`config.mk`:
```
export PLATFORM = sky130hd
export DESIGN_NAME = seq_divider_8b
export DESIGN_NICKNAME = d
export VERILOG_FILES = /design/src/rtl/seq_divider_8b.sv
export SDC_FILE = /design/constraint.sdc
export NUM_CORES = 1
export LEC_CHECK = 0
export CELL_PAD_IN_SITES_DETAIL_PLACEMENT = 1
export CELL_PAD_IN_SITES_GLOBAL_PLACEMENT = 1
export CORE_AREA = 2 2 72 74
export CTS_BUF_LIST = sky130_fd_sc_hd__clkbuf_8
export CTS_CLUSTER_SIZE = 10
export DETAILED_ROUTE_END_ITERATION = 7
export DIE_AREA = 0 0 74 76
export GPL_TIMING_DRIVEN = 0
export PLACE_DENSITY = 0.72
export SYNTH_ARGS = -nofsm -noshare
export SYNTH_HDL_FRONTEND = slang
export SYNTH_SLANG_ARGS = --single-unit
```
`constraint.sdc`:
```
create_clock -name clk -period 3.36 [get_ports clk]
set_input_delay 0.504 -clock clk [delete_from_list [all_inputs] [get_ports clk]]
set_output_delay 0.504 -clock clk [all_outputs]
set_load 0.1 [all_outputs]
```
`src/rtl/seq_divider_8b.sv`:
```
// seq_divider_8b: unsigned 8-bit / 4-bit restoring divider, one quotient bit per cycle, MSB first.
// Define DIV_ZERO_CHECK_EN to short-circuit y=0 into DONE one cycle after start with dbz=1.
module seq_divider_8b (
    input  logic       clk,
    input  logic       rst,
    input  logic       start,
    input  logic [7:0] x,
    input  logic [3:0] y,
    output logic       busy,
    output logic       done,
    output logic [7:0] q,
    output logic [3:0] r,
    output logic       dbz
);

    typedef enum logic [1:0] {IDLE, CALC, DONE} state_t;

    state_t     state;
    logic [7:0] xr;
    logic [3:0] yr;
    logic [4:0] pr;
    logic [2:0] cnt;
    logic [6:0] qw;

    logic [4:0] pr_shift;
    logic [4:0] pr_next;
    logic       q_bit;
    logic       dz_skip;

    // pr[4] is the bit shifted out; if set, the widened value already exceeds any divisor.
    always_comb begin
        pr_shift = {pr[3:0], xr[~cnt]};
        q_bit    = pr[4] | (pr_shift >= {1'b0, yr});
        pr_next  = q_bit ? (pr_shift - {1'b0, yr}) : pr_shift;
    end

`ifdef DIV_ZERO_CHECK_EN
    always_comb dz_skip = (yr == 4'd0);
`else
    always_comb dz_skip = 1'b0;
    assign dbz = 1'b0;
`endif

    always_ff @(posedge clk or posedge rst) begin
        if (rst) begin
            state <= IDLE;
            busy  <= 1'b0;
            done  <= 1'b0;
            q     <= '0;
            r     <= '0;
            xr    <= '0;
            yr    <= '0;
            pr    <= '0;
            cnt   <= '0;
            qw    <= '0;
`ifdef DIV_ZERO_CHECK_EN
            dbz   <= 1'b0;
`endif
        end else begin
            done <= 1'b0;
            case (state)
                IDLE, DONE: begin
                    if (start) begin
                        xr    <= x;
                        yr    <= y;
                        pr    <= '0;
                        cnt   <= '0;
                        qw    <= '0;
                        state <= CALC;
                        busy  <= 1'b1;
                    end else begin
                        state <= IDLE;
                        busy  <= 1'b0;
                    end
                end
                CALC: begin
                    if (dz_skip) begin
                        state <= DONE;
                        busy  <= 1'b0;
                        done  <= 1'b1;
                        q     <= 8'hFF;
                        r     <= xr[3:0];
`ifdef DIV_ZERO_CHECK_EN
                        dbz   <= 1'b1;
`endif
                    end else begin
                        pr  <= pr_next;
                        qw  <= {qw[5:0], q_bit};
                        cnt <= cnt + 3'd1;
                        if (cnt == 3'd7) begin
                            state <= DONE;
                            busy  <= 1'b0;
                            done  <= 1'b1;
                            q     <= {qw, q_bit};
                            r     <= pr_next[3:0];
`ifdef DIV_ZERO_CHECK_EN
                            dbz   <= 1'b0;
`endif
                        end
                    end
                end
                default: begin
                    state <= IDLE;
                    busy  <= 1'b0;
                end
            endcase
        end
    end

endmodule

```
Word-level counts from Yosys, hierarchy flattened. Cells that the tools add are included.

Bitwise gates (word level): 2. Eq/ne operators: 5. Add/sub/neg operators: 2. Reductions and logical operators: 6. Muxes and demuxes: 17. Magnitude comparators: 2.

Operator list (number): $pmux 7 s2 (1); $mux 5 (2); $pmux 5 s2 (1); $mux 7 (1); $mux 1 (6); $pmux 3 s2 (1); $reduce_and 2->1 (3); $ge 5x4->1 (1); $sub 5x4->5 (1); $lt 3x4->1 const B (1); $ne 2x2->1 const B (2); $pmux 2 s2 (1); $add 3x1->3 const B (1); $bmux 1 s3 (1); $eq 3x3->1 const B (1); $mux 3 (1); $not 3->3 (1); $eq 2x1->1 const B (1); $eq 2x2->1 const B (1); $logic_not 2->1 (1); $mux 2 (1); $pmux 1 s2 (1); $reduce_bool 2->1 (1); $reduce_or 2->1 (1); $or 1x1->1 (1).

Bits in registers: 43. Input bits: 15. Logic and storage cells: 44. Output and inout bits: 15.

Longest topological paths before layout.
Word-level depth: 7. Depth in mapped cells: 10. Depth with buffers taken out: 10.

Least setup slack after synthesis. No wires, ideal clock.

Path type: flip-flop to flip-flop. Start point: register cnt[0]. End point: register pr[2]. Path buffers: 0. Data arrival time: 2.575 ns. Cell stages (with the launch flop): 9. Clock period less this slack: 2.697 ns. Path slack: 0.663 ns. Path through: dfrtp_1 mux4_2 mux2_2 inv_1 ha_1 and3_1 o31a_1 or3_1 a32o_1.

Longest elaborated chain between the ends: 7. Elaborated cells between the ends (all ways): 8.

RTL lines: start, declared (line 22) `logic [2:0] cnt;`; start signal, assigned (line 89) `cnt <= cnt + 3'd1;`; $not 3->3 (*) (line 32) `pr_shift = {pr[3:0], xr[~cnt]};`; $bmux 1 s3 (*) (line 32); $mux 1 (not written as such) (*) (line 32); $ge 5x4->1 (line 33) `q_bit = pr[4] | (pr_shift >= {1'b0, yr});`; $or 1x1->1 (line 33); $mux 5 (*) (line 34) `pr_next = q_bit ? (pr_shift - {1'b0, yr}) : pr_shift;`; $pmux 5 s2 (*) (line 61) `case (state)`; end signal, assigned (line 87) `pr <= pr_next;`; end, declared (line 21) `logic [4:0] pr;`.

Mark *: on every way between the ends. The rest lies on a longest branch, timed or not. The select of a mux whose other input is x is not followed. A chain may end at the register's enable or synchronous reset.

Worst setup path in the final report. Same ends and word-level chain as after synthesis.

==> run summary <==
Area contributors post-synth: dfrtp_1 56%, nand2_1 7.0%, mux2_2 6.0%
first-pass GRT wire length: 7.031 mm
CTS sink cnt: 42
Final Wtd Congestion: 0.8552
commonest non-fill, non-tap cell in the layout: dfrtp_1
Synth-to-Final Area Change: 24.42%
register bit total from synthesis: 42
Placed Cells: 266
min-delay src: q[2]
largest net degree at the start of global routing: 43
GRT Total Usage: 16.40%
worst path arrival time: 3.16 ns
reg2reg path depth: 8
Worst EP required: 3.55 ns
post-synth cell types: 36
CP Max Fanout: 5
Critical Path End Type: flop
root buffer cell: clkbuf_8
top cell type's share of synthesized area: 55.89%
max-slew violation count: 0
CTS buffer count: 5
fin crit period: 2.964 ns
Final nets: 226
vias in the first global route: 1,474
Setup Fix Bufs, Post-CTS: 0
grt total ovfl: 0
FF/Latch Area: 1051 µm²
Yosys top cell by area: dfrtp_1
worst slew pin tran: 0.9802 ns
Antenna Cells: 0
worst r2r src: cnt[0]
RR Endpoint: pr[2]
DR vias/cell: 4.934
status: finished clean
CTS Hold Buffers Added: 0
CTS tree: yes
later-pin clock latency in the skew report: 0.30 ns
Hold Crit Depth: 2
unrepaired setup endpoints after global routing: no
post-synth net total: 191
row cnt: 26
initial core utilization: 38.28%
Core Region: 4912 µm²
Initial DRC Count: 49
Reg clk slew, reported paths: 0.08 ns
Reg2Reg Setup Slack: 0.40 ns
DP HPWL: 2.915 mm
sequential fraction of the synthesis area: 55.89%
DP Area: 2248 µm²
commonest non-fill, non-tap cells in the layout: 42 x dfrtp_1, 35 x nand2_1, 28 x clkdlybuf4s50_1
port buffer count: 28
Chip Height: 76 µm
Post-DRT Antenna Nets: 0
DRT Wirelength: 4.011 mm
Clock Path Buffers: 2
htree depth: 2
Worst Hold Class: reg2reg
number of fill cells in the layout: 527
Finished Cell Area: 2340 µm²
via count: 1,352
Max-cap violations: 0
Yosys warning count: 0
Pre-antenna DRT Iters: 4
cells resized by post-CTS repair: 0
IO Pins: 30
Setup Viol. Count Final: 0
routed len/inst: 14.64 µm
Cell Area, Synth: 1881 µm²
setup tns final: 0 ns
share of layout cells above drive strength 1: 12.25%
Crit Path Class: reg2reg
crit path launch type: flop
Avg Cell Area, Syn: 11.19 µm²
Worst Hold End: q[2]
slew margin rel.: 34.45%
multi-input logic area: 768.2 µm²
final hold viol count: 0
Residual DRC: 0
Final Cycle Share: 88.22%
Non-Filler Instances: 274
die area: 5624 µm²
FMAX: 337.4 MHz
Chip Width: 74 µm
initial antenna violation count: 0
Post-Synthesis Cells: 168
clock skew: 0.004354 ns
==> how the worst max path moves through the flow <==
stage,from,to,slack (ns),cells past startpoint
6_report,cnt[0],pr[2],0.40,8
5_1_grt,cnt[0],pr[2],0.25,8
4_1_cts,cnt[0],pr[2],0.38,8
3_5_place_dp,cnt[0],pr[2],0.41,8
3_3_place_gp,cnt[0],pr[2],0.44,8
2_1_floorplan,cnt[0],pr[2],0.66,8
==> critical path: stages, from the launching register on <==
cell and delay, ns:
dfrtp_1 0.45, mux4_2 0.52, mux2_2 0.32, inv_1 0.09, ha_1 0.27, and3_1 0.24
o31a_1 0.35, or3_1 0.35, a32o_1 0.26
==> sequential cells by signal, summed over array words and instances (netlist names) <==
register / flops
busy: 1
pr: 5
r: 4
q: 8
xr: 8
yr: 4
state: 1
cnt: 3
qw: 7
done: 1
==> synthesized netlist by cell type <==
master    number
o31a_1         1
inv_1          8
nand3_1        2
mux4_2         2
xnor2_1        2
conb_1         1
nor2b_1        2
mux2_2        10
o31ai_1        2
fa_1           1
dfrtp_1       42
o21ai_0       12
o311ai_1       1
a31oi_1        1
nand2_1       35
and3b_1        1
nand4_1        3
a32o_1         1
buf_1          1
ha_1           7
and2_1         1
o21bai_1       1
a21oi_1        1
clkbuf_1       4
and3_1         1
nand2b_1       1
or3_1          2
a31o_1         1
nor3_1         1
buf_4          1
o211ai_1       2
nor2_1         4
buf_2          1
a21o_2         3
or4_1          1
a22o_1         8
==> area by class of cell <==
type	instances	share of cell area [%]
repair buffers	28	11.98
plain buffers	7	1.337
clock inverters	2	0.3743
multi-input cells	111	32.83
flip-flops and latches	42	44.92
inverters	8	1.283
well taps	70	3.743
clock buffers	6	3.529
==> metal layers <==
metal  vias to the layer above  part of all wire, %  wire length [µm]  track usage [%]
li1                        648                    -                 -                -
met1                       668                   44              1750            19.88
met2                        29                   51              2027            27.68
met3                         7                  4.0               160            4.497
met4                         0                  1.8                72            5.455
met5                         -                    0                 0                0
==> logic make-up after synthesis <==
logic type / synth area share (%)
simple gates: 12.77
flops: 55.89
compound gates: 12.84
buf+inv: 3.260
mux: 8.383
fa+ha+maj: 5.722
xor+xnor: 0.9316
other cells: 0.1994
==> through the flow <==
stage               utilization (%)  setup slack (ns)  hold slack (ns)
floorplan                         -            0.6630           0.4396
finish                        47.63            0.3959           0.4765
global placement              45.77            0.4446           0.4564
detailed placement            45.77            0.4087           0.4612
CTS                           47.63            0.3765           0.4815
global route                  47.63            0.2468           0.4960
Power is not shown: default switching activity piles up to over one toggle a cycle in this logic, so the estimate is an artifact.
